===== config.mk =====
export PLATFORM = sky130hd
export DESIGN_NAME = vpu_fp_cmp_arbiter
export DESIGN_NICKNAME = d
export VERILOG_FILES = /design/src/rtl/vpu_fp_cmp_arbiter.sv
export SDC_FILE = /design/constraint.sdc
export NUM_CORES = 1
export LEC_CHECK = 0
export ABC_CLOCK_PERIOD_IN_PS = 1900
export BUFFER_PORTS_ARGS = -buffer_cell sky130_fd_sc_hd__buf_2
export CORE_MARGIN = 10
export CORE_UTILIZATION = 40
export CTS_CLUSTER_DIAMETER = 100
export CTS_CLUSTER_SIZE = 40
export DETAILED_ROUTE_END_ITERATION = 8
export PLACE_DENSITY = 0.8
export SYNTH_ARGS = -nofsm -noshare
export SYNTH_HDL_FRONTEND = slang
export SYNTH_SLANG_ARGS = --single-unit

===== constraint.sdc =====
create_clock -name clk -period 1.9 [get_ports clk]
set_clock_uncertainty 0.1 [all_clocks]
set_input_delay 0.19 -clock clk [delete_from_list [all_inputs] [get_ports clk]]
set_output_delay 0.19 -clock clk [all_outputs]
set_load 0.005 [all_outputs]

===== src/rtl/vpu_fp_cmp_arbiter.sv =====
// Round-robin front end that shares one fixed-latency floating_point_cmp core between
// NUM_REQ requesters, tracks in-flight ops by tag and returns flags plus max(A,B).
module vpu_fp_cmp_arbiter #(
  parameter int NUM_REQ       = 4,
  parameter int OPERAND_WIDTH = 32,
  parameter int CMP_LATENCY   = 2
) (
  input  logic                               clk,
  input  logic                               rst_n,
  input  logic [NUM_REQ-1:0]                 req_valid_i,
  input  logic [NUM_REQ*OPERAND_WIDTH-1:0]   req_a_i,
  input  logic [NUM_REQ*OPERAND_WIDTH-1:0]   req_b_i,
  output logic [NUM_REQ-1:0]                 req_ready_o,
  output logic [NUM_REQ-1:0]                 rsp_valid_o,
  output logic [3:0]                         rsp_flags_o,
  output logic [OPERAND_WIDTH-1:0]           rsp_max_o,
  output logic                               cmp_tvalid_o,
  output logic [OPERAND_WIDTH-1:0]           cmp_a_tdata_o,
  output logic [OPERAND_WIDTH-1:0]           cmp_b_tdata_o,
  input  logic                               cmp_result_tvalid_i,
  input  logic [3:0]                         cmp_result_tdata_i,
  output logic                               err_o
);

  localparam int IDW    = $clog2(NUM_REQ);
  localparam int SUPP_W = $clog2(CMP_LATENCY + 2);

  // ---------------------------------------------------------------------------
  // Round-robin arbitration
  // ---------------------------------------------------------------------------
  logic [IDW-1:0]           ptr;
  logic [IDW-1:0]           ptr_next;
  logic [IDW:0]             arb_cand;
  logic                     grant_vld;
  logic [IDW-1:0]           grant_id;
  logic                     handshake;
  logic [OPERAND_WIDTH-1:0] grant_a;
  logic [OPERAND_WIDTH-1:0] grant_b;

  // NOTE: every always_comb output gets a default before any branch so no latch is inferred.
  always_comb begin
    grant_vld = 1'b0;
    grant_id  = '0;
    arb_cand  = '0;
    for (int k = 0; k < NUM_REQ; k++) begin
      arb_cand = {1'b0, ptr} + (IDW+1)'(k);
      if (arb_cand >= (IDW+1)'(NUM_REQ)) begin
        arb_cand = arb_cand - (IDW+1)'(NUM_REQ);
      end
      if (!grant_vld && req_valid_i[arb_cand[IDW-1:0]]) begin
        grant_vld = 1'b1;
        grant_id  = arb_cand[IDW-1:0];
      end
    end
  end

  // No grants while reset is asserted, so a handshake can never be silently lost.
  assign handshake   = grant_vld & rst_n;
  assign req_ready_o = handshake ? (NUM_REQ'(1) << grant_id) : '0;
  assign ptr_next    = (grant_id == IDW'(NUM_REQ - 1)) ? '0 : grant_id + 1'b1;
  assign grant_a     = req_a_i[grant_id*OPERAND_WIDTH +: OPERAND_WIDTH];
  assign grant_b     = req_b_i[grant_id*OPERAND_WIDTH +: OPERAND_WIDTH];

  // ---------------------------------------------------------------------------
  // Issue register towards the core
  // ---------------------------------------------------------------------------
  logic [IDW-1:0] issue_id;

  // NOTE: sequential state uses non-blocking assignments only, so every flop samples pre-edge values.
  always_ff @(posedge clk) begin
    if (!rst_n) begin
      ptr           <= '0;
      issue_id      <= '0;
      cmp_tvalid_o  <= 1'b0;
      cmp_a_tdata_o <= '0;
      cmp_b_tdata_o <= '0;
    end else begin
      cmp_tvalid_o <= handshake;
      if (handshake) begin
        ptr           <= ptr_next;
        issue_id      <= grant_id;
        cmp_a_tdata_o <= grant_a;
        cmp_b_tdata_o <= grant_b;
      end
    end
  end

  // ---------------------------------------------------------------------------
  // Tag pipe: entry k is visible k+1 cycles after its issue cycle, so the head
  // entry lines up with the core result CMP_LATENCY cycles after cmp_tvalid_o.
  // ---------------------------------------------------------------------------
  logic [CMP_LATENCY-1:0]   pipe_vld;
  logic [IDW-1:0]           pipe_id [CMP_LATENCY];
  logic [OPERAND_WIDTH-1:0] pipe_a  [CMP_LATENCY];
  logic [OPERAND_WIDTH-1:0] pipe_b  [CMP_LATENCY];

  always_ff @(posedge clk) begin
    if (!rst_n) begin
      pipe_vld <= '0;
    end else begin
      pipe_vld[0] <= cmp_tvalid_o;
      for (int i = 1; i < CMP_LATENCY; i++) begin
        pipe_vld[i] <= pipe_vld[i-1];
      end
    end
  end

  // NOTE: payload storage is deliberately not reset; only the valid bits qualify it.
  always_ff @(posedge clk) begin
    pipe_id[0] <= issue_id;
    pipe_a[0]  <= cmp_a_tdata_o;
    pipe_b[0]  <= cmp_b_tdata_o;
    for (int i = 1; i < CMP_LATENCY; i++) begin
      pipe_id[i] <= pipe_id[i-1];
      pipe_a[i]  <= pipe_a[i-1];
      pipe_b[i]  <= pipe_b[i-1];
    end
  end

  // ---------------------------------------------------------------------------
  // Response and protocol checking
  // ---------------------------------------------------------------------------
  logic                     head_vld;
  logic [IDW-1:0]           head_id;
  logic [OPERAND_WIDTH-1:0] head_a;
  logic [OPERAND_WIDTH-1:0] head_b;
  logic                     rsp_fire;
  logic                     result_missing;
  logic                     result_stray;
  logic [SUPP_W-1:0]        supp_cnt;

  assign head_vld = pipe_vld[CMP_LATENCY-1];
  assign head_id  = pipe_id[CMP_LATENCY-1];
  assign head_a   = pipe_a[CMP_LATENCY-1];
  assign head_b   = pipe_b[CMP_LATENCY-1];

  assign rsp_fire       = head_vld & cmp_result_tvalid_i;
  assign result_missing = head_vld & ~cmp_result_tvalid_i;
  // The core keeps running through our reset; its leftovers arrive inside the suppression window.
  assign result_stray   = ~head_vld & cmp_result_tvalid_i & (supp_cnt == '0);

  always_ff @(posedge clk) begin
    if (!rst_n) begin
      rsp_valid_o <= '0;
      rsp_flags_o <= '0;
      rsp_max_o   <= '0;
      err_o       <= 1'b0;
      supp_cnt    <= SUPP_W'(CMP_LATENCY + 1);
    end else begin
      if (supp_cnt != '0) begin
        supp_cnt <= supp_cnt - 1'b1;
      end
      rsp_valid_o <= rsp_fire ? (NUM_REQ'(1) << head_id) : '0;
      if (rsp_fire) begin
        rsp_flags_o <= cmp_result_tdata_i;
        rsp_max_o   <= cmp_result_tdata_i[1] ? head_b : head_a;
      end
      if (result_missing || result_stray) begin
        err_o <= 1'b1;
      end
    end
  end

endmodule


==> summary.md, run 1 <==
| Metric | Value |
|---|---|
| Via count of the first global-routing pass | 9680 |
| Reg2reg end | cmp_a_tdata_o[29] |
| Syn-to-layout area delta | 68.2% |
| Distinct cells, synth | 37 |
| Die height | 168 µm |
| Post-route setup slack | -0.272 ns |
| H-tree Lvls | 1 |
| Cell count of the worst hold path | 3 |
| TritonCTS clock tree | done |
| Share of cells above drive strength 1 | 0.439 |
| Initial Util | 0.403 |
| Drt total wl | 41.9 mm |
| Slew HR | 0.622 |
| Slew @ Worst Pin | 0.565 ns |
| Fin crit share | 1.14 |
| Mean Syn Cell Area | approximately 11 µm² |
| Most frequent cells after synthesis | dfxtp_1 (246), a211oi_1 (102), mux2i_1 (90), nand2_1 (83), and3_1 (72) |
| DRT iter0 DRCs | 835 |
| Hold Path Class | input port to register |
| Crit start category | register |
| Leak | 6.51 nW |
| Critical Path End Type | register |
| Fin nets | roughly 1700 |
| DRC | 0 |
| Reg-to-reg slack, setup | -0.27 ns |
| Initial antenna violation count | 10 |
| Sequential area share after synthesis | 0.563 |
| Status | finished, violations left |
| Core area | roughly 22000 µm² |
| Post-Syn Area | ~8700 µm² |
| CTS Buffer Depth | 3 |
| Pre-antenna DRT Iters | 5 |
| RSZ-0062 raised after global routing | yes |
| Final TNS setup | -12.58 ns |
| Die W | 168 µm |
| Io pins | 377 |
| R2R Path Start | ptr[0] |
| IO buf count | 376 |
| Seq pwr share | 0.452 |
| Row count | between 50 and 60 |
| Tmin final | 2.17 ns |
| Setup-failing EPs final | 70 |
| Crit Path Class | register to register |
| Synth top area share | 0.563 |
| EDFF count, synth | 0 |
| Combinational share of power | 0.350 |
| TritonCTS Sinks | 246 |
| GPL Wtd Cong | 0.859 |
| Max Slew Vio Count | 0 |
| Critical hold path startpoint | req_b_i[108] |
| YS warnings | 0 |
| Failing checks | setup timing |
| Net Switching | about 0.0049 W |
| Critical path fanouts, max | 15 |
| Wire per inst | roughly 25 µm |
| Dpl ws | -0.556 ns |
| Async set-or-reset flop fraction in the synthesized netlist | 0 |
| Pwr per Cell Area | 1010 nW/µm² |
| Grt total ovfl | 0 |
| First-pass GRT wire length | 55.7 mm |
| Final hold violation count | 0 |
| Cell count of the worst reg-to-reg path | 6 |
| F_max | 460 MHz |
| Total track usage | 0.247 |
| Cells after synthesis | between 800 and 900 |
| Die ar. | ~28000 µm² |
| Clock network latency to the later pin of the worst-skew pair | between 0.4 and 0.5 ns |
| Syn nets | between 1000 and 1500 |
| Worst Path Required | 2.17 ns |
| Inserted Clock Buffers | 11 |
| CTS root buffer | clkbuf_16 |
| Net Sw Frac | 0.329 |
| Max VDD drop | 726 µV |
| Internal power | 0.0100 W |
| Vias/cell | between 5 and 6 |
| Post-DP HPWL | roughly 23 mm |
| Main area contributors after synthesis | dfxtp_1 (56%), mux2i_1 (10%), a211oi_1 (8.8%) |
| ANT nets after route | 0 |
| Ys flop type | dfxtp_1 |
| Yosys reg bits | 246 |
| Count leader, synth | dfxtp_1 |
| WP data arrival | 2.44 ns |
| Routed via count | ~9500 |
| WHS Endpoint | cmp_b_tdata_o[12] |
| Pin count of the biggest net entering global routing | 53 |
| Leading area contributor after synthesis | dfxtp_1 |
| Clock share of power | 0.197 |
| CTS clk-pin slew, worst paths | 0.13 ns |
| MaxCap Viol Count | 0 |
-- layer usage --
layer,vias up,wire (µm),global-route usage
li1,4150,-,-
met1,4426,14600,0.268
met2,721,20700,0.435
met3,239,3560,0.0575
met4,0,2970,0.137
met5,-,0,0
-- cell type report --
class	instances	area, µm²
fillers	1463	6980
diodes	12	30.0
multi-input cells	495	4260
well taps	280	350
inverters	6	22.5
clock inverters	6	88.8
flip-flops and latches	246	4930
clock buffers	11	275
repair buffers	634	4740
-- what timing repair did --
action,in CTS,in global routing
hold buffers,186,0
endpoints found under the hold margin,78,0
pin swaps,13,36
gates cloned,3,19
setup buffers,10,6
endpoints found under the setup margin,70,71
resized for setup,79,82
-- sequential cells by signal (all words and copies together), names as in the netlist --
signal	cells
supp_cnt	2
pipe_b	64
cmp_tvalid_o	1
ptr	2
err_o	1
pipe_a	64
rsp_valid_o	4
pipe_vld	2
pipe_id	4
issue_id	2
cmp_a_tdata_o	32
rsp_max_o	32
rsp_flags_o	4
cmp_b_tdata_o	32
-- stage by stage --
step | area [µm²] | hold WS, ns | util | total power [W] | instances
after floorplan | 8810 | 0.210 | - | 0.00856 | 810
after global placement | 11100 | 0.210 | 0.514 | 0.00996 | 1437
after detailed placement | 11100 | 0.212 | 0.514 | 0.0101 | 1437
after CTS | 13800 | 0.0138 | 0.638 | 0.0137 | 1653
after global routing | 14700 | 0.00649 | 0.678 | 0.0154 | 1687
final | 14700 | 0.0253 | 0.678 | 0.0149 | 1690
-- worst max-delay path, stage by stage, from the launching register on --
cell and delay [ns]:
dfxtp_4 0.41, nor2b_4 0.06, or4b_4 0.65, nand2_8 0.19, buf_16 0.20, mux2i_1 0.29
o221ai_2 0.16
-- placed cells by master (no fill, tap or decap), types with 3 or more instances in the layout --
cell	n
buf_2	376
dfxtp_1	244
dlygate4sd3_1	186
nand2_1	81
mux2i_1	71
a211oi_2	55
and3_1	44
a211oi_1	44
nor2_1	39
o31ai_1	30
buf_4	30
and3_4	28
clkbuf_16	23
o221ai_1	17
buf_6	15
diode_2	12
o221ai_2	12
buf_12	11
mux2i_2	10
mux2i_4	9
a21oi_1	7
inv_1	5
o31ai_2	5
or4_4	3
or4b_4	3
nand2_8	3
a211oi_4	3
-- power by group through the flow --
| stage | registers, W | logic, W | clock network [W] |
|---|---|---|---|
| CTS | 0.00669 | 0.00402 | 0.00297 |
| global placement | 0.00677 | 0.00319 | 0 |
| detailed placement | 0.00680 | 0.00326 | 0 |
| floorplan | 0.00663 | 0.00193 | 0 |
| global route | 0.00682 | 0.00546 | 0.00313 |
| finish | 0.00674 | 0.00522 | 0.00293 |
-- how the worst max path moves through the flow --
stage                         startpoint                 to  depth (start not counted)
after global placement    req_valid_i[0]  cmp_a_tdata_o[22]                          7
after floorplan                   ptr[0]  cmp_a_tdata_o[16]                          8
after detailed placement  req_valid_i[2]   cmp_b_tdata_o[3]                          7
after CTS                         ptr[0]  cmp_b_tdata_o[25]                          6
after global routing              ptr[0]  cmp_a_tdata_o[29]                          6
final                             ptr[0]  cmp_a_tdata_o[29]                          6
-- cells by family after synthesis --
group	Yosys count	share of synthesized area
compound gates	181	0.168
xor+xnor	2	0.00200
fa+ha+maj	1	0.00143
buf+inv	76	0.0439
flops	246	0.563
mux	91	0.104
simple gates	213	0.117
(Power assumes the default switching activity.)
==> run 2, diff against run 1 <==
--- a/config.mk
+++ b/config.mk
@@ -12,7 +12,7 @@
 export CTS_CLUSTER_DIAMETER = 100
 export CTS_CLUSTER_SIZE = 40
 export DETAILED_ROUTE_END_ITERATION = 8
-export PLACE_DENSITY = 0.8
+export PLACE_DENSITY_LB_ADDON = 0.12
 export SYNTH_ARGS = -nofsm -noshare
 export SYNTH_HDL_FRONTEND = slang
 export SYNTH_SLANG_ARGS = --single-unit
==> constraint.sdc (replaced) <==
create_clock -name clk -period 1.9 [get_ports clk]
set_clock_uncertainty 0.1 [all_clocks]
set_input_delay 0.19 -clock clk [delete_from_list [all_inputs] [get_ports clk]]
set_output_delay 0.19 -clock clk [all_outputs]
set_load 0.05 [all_outputs]
==> run 2 against run 1 <==
Net effect: the run still ends with setup timing left; count of clock-buffer cells in the layout unchanged; sequential power down 0.9%; via count fell by 10%; cell area shrank 3.0%; worst setup slack improved by 0.0042 ns; worst hold slack worse by 0.0087 ns; maximum frequency rose by 0.19%; critical path type unchanged; largest cell class unchanged.
==> summary.md, run 2 (same netlist as run 1, synthesis figures left out) <==
| Metric | Value |
|---|---|
| Crit Path Class | register to register |
| Syn-to-layout area delta | 63.2% |
| Dpl cell area | 11200 µm² |
| CTS root buffer | clkbuf_16 |
| Clock share of power | 0.183 |
| Wire per inst | approximately 20 µm |
| DRT iter0 DRCs | 444 |
| Dpl ws | -0.534 ns |
| Post-DP HPWL | 22.3 mm |
| Final hold violation count | 0 |
| CTS Buffer Depth | 3 |
| First-pass GRT wire length | 50.2 mm |
| Seq pwr share | 0.439 |
| Die W | ~170 µm |
| Tmin final | 2.17 ns |
| Regs by FF count | pipe_a: 64 flops, pipe_b: 64 flops |
| Most common cell after layout, fill and taps aside | buf_2 |
| Failing checks | setup timing |
| TritonCTS Sinks | 246 |
| TritonCTS clock tree | done |
| Net Switching | 0.00548 W |
| Inserted Clock Buffers | 11 |
| MaxCap Viol Count | 0 |
| IO buf count | 376 |
| H-tree Lvls | 1 |
| Max Slew Vio Count | 0 |
| Net Sw Frac | 0.361 |
| Clock network latency to the later pin of the worst-skew pair | 0.48 ns |
| Pre-antenna DRT Iters | 5 |
| Crit start category | register |
| Fin nets | 1646 |
| Vias/cell | 5.15 |
| ANT nets after route | 0 |
| Leak | ~6.4 nW |
| Io pins | roughly 380 |
| Slew HR | 0.683 |
| Post-route setup slack | -0.267 ns |
| Final core utilization | 0.658 |
| Critical path fanouts, max | 17 |
| GPL Wtd Cong | 0.833 |
| Worst Path Required | 2.17 ns |
| Die height | between 150 and 200 µm |
| Combinational share of power | 0.377 |
| DRC | 0 |
| Die ar. | approximately 28000 µm² |
| Storage cell area | 4930 µm² |
| Share of cells above drive strength 1 | 0.407 |
| Routed via count | 8578 |
| Core area | 21700 µm² |
| Drt total wl | approximately 34 mm |
| Initial Util | 0.403 |
| Critical Path End Type | register |
| CTS clk-pin slew, worst paths | 0.13 ns |
| Internal power | 0.00972 W |
| Grt total ovfl | 0 |
| Fill count | about 1600 |
| Hold Path Class | input port to register |
| Slew @ Worst Pin | 0.476 ns |
| Status | finished, violations left |
| Most frequent cells in the layout | buf_2 (372), dfxtp_1 (244), dlygate4sd3_1 (188), mux2i_1 (84), nand2_1 (81) |
| Fin crit share | 1.14 |
| Initial antenna violation count | 3 |
| RSZ-0062 raised after global routing | yes |
| Total track usage | 0.221 |
| Setup-failing EPs final | 70 |
| Pin count of the biggest net entering global routing | 71 |
| Post-route cell area | 14300 µm² |
| Total Power | 0.0152 W |
| Max VDD drop | 725 µV |
| Multi-input gate area | 3960 µm² |
| Row count | 54 |
| Via count of the first global-routing pass | 9017 |
| Pwr per Cell Area | 1070 nW/µm² |
| WP data arrival | 2.44 ns |
| F_max | 461 MHz |
-- run 2: changes by cell type in the layout (fill, tap and decap cells not counted), sizes merged, moves of 2 or more --
cell | before | now
clkinvlp | 0 | 2
clkbuf | 23 | 13
or4 | 3 | 1
buf | 436 | 434
nand2 | 87 | 85
dlygate4sd3 | 186 | 188
or4b | 3 | 1
diode | 12 | 3
-- run 2: critical path: stages, from the launching register on --
cell      delay [ns]
dfxtp_4         0.40
nor2b_4         0.04
or4b_4          0.66
buf_12          0.20
and3_1          0.20
a211oi_1        0.34
o31ai_1         0.12
-- run 2: path summary, 6_finish.rpt --
check        cells after the start                end           from  slack [ns]
min reg2reg                      0      pipe_a[0][45]  pipe_a[0][13]        0.22
max                              6  cmp_b_tdata_o[21]         ptr[0]       -0.27
max reg2reg                      6  cmp_b_tdata_o[21]         ptr[0]       -0.27
min                              3  cmp_a_tdata_o[31]   req_a_i[127]        0.02
-- run 2: power by group through the flow --
| stage | clock network, W | registers, W | logic (W) |
|---|---|---|---|
| 4_1_cts | 0.00288 | 0.00670 | 0.00540 |
| 5_1_grt | 0.00304 | 0.00679 | 0.00603 |
| 6_report | 0.00279 | 0.00668 | 0.00574 |
| 2_1_floorplan | 0 | 0.00778 | 0.00202 |
| 3_3_place_gp | 0 | 0.00680 | 0.00444 |
| 3_5_place_dp | 0 | 0.00682 | 0.00446 |
-- run 2: area by class of cell --
cell class              count  share of cell area
diodes                      3            0.000526
clock buffers              11              0.0193
clock inverters             6             0.00456
inverters                   6             0.00158
multi-input cells         489               0.278
flip-flops and latches    246               0.345
well taps                 280              0.0245
repair buffers            624               0.326
-- run 2: timing repair --
action                                 CTS  global route
pin swaps                               23            36
gates cloned                             6             3
hold buffers                           186             2
buffers inserted                        12             6
gates resized for setup                 73            52
endpoints found under the hold margin   79             2
setup endpoints to repair               70            70
-- run 2: stage by stage --
step,setup TNS (ns),std cells,hold slack (ns)
floorplan,-0.593,810,0.210
global placement,-25.84,1432,0.210
detailed placement,-27.87,1432,0.212
CTS,-10.90,1653,-0.0600
global route,-15.42,1665,0.0499
finish,-11.24,1665,0.0166
-- run 2: layer usage --
metal  up-vias  track usage  wire (µm)
met5         -            0          0
met4         0       0.0867       1480
met3        91       0.0561       2370
met2       361        0.390      17100
met1      4040        0.248      12700
li1       4086            -          -
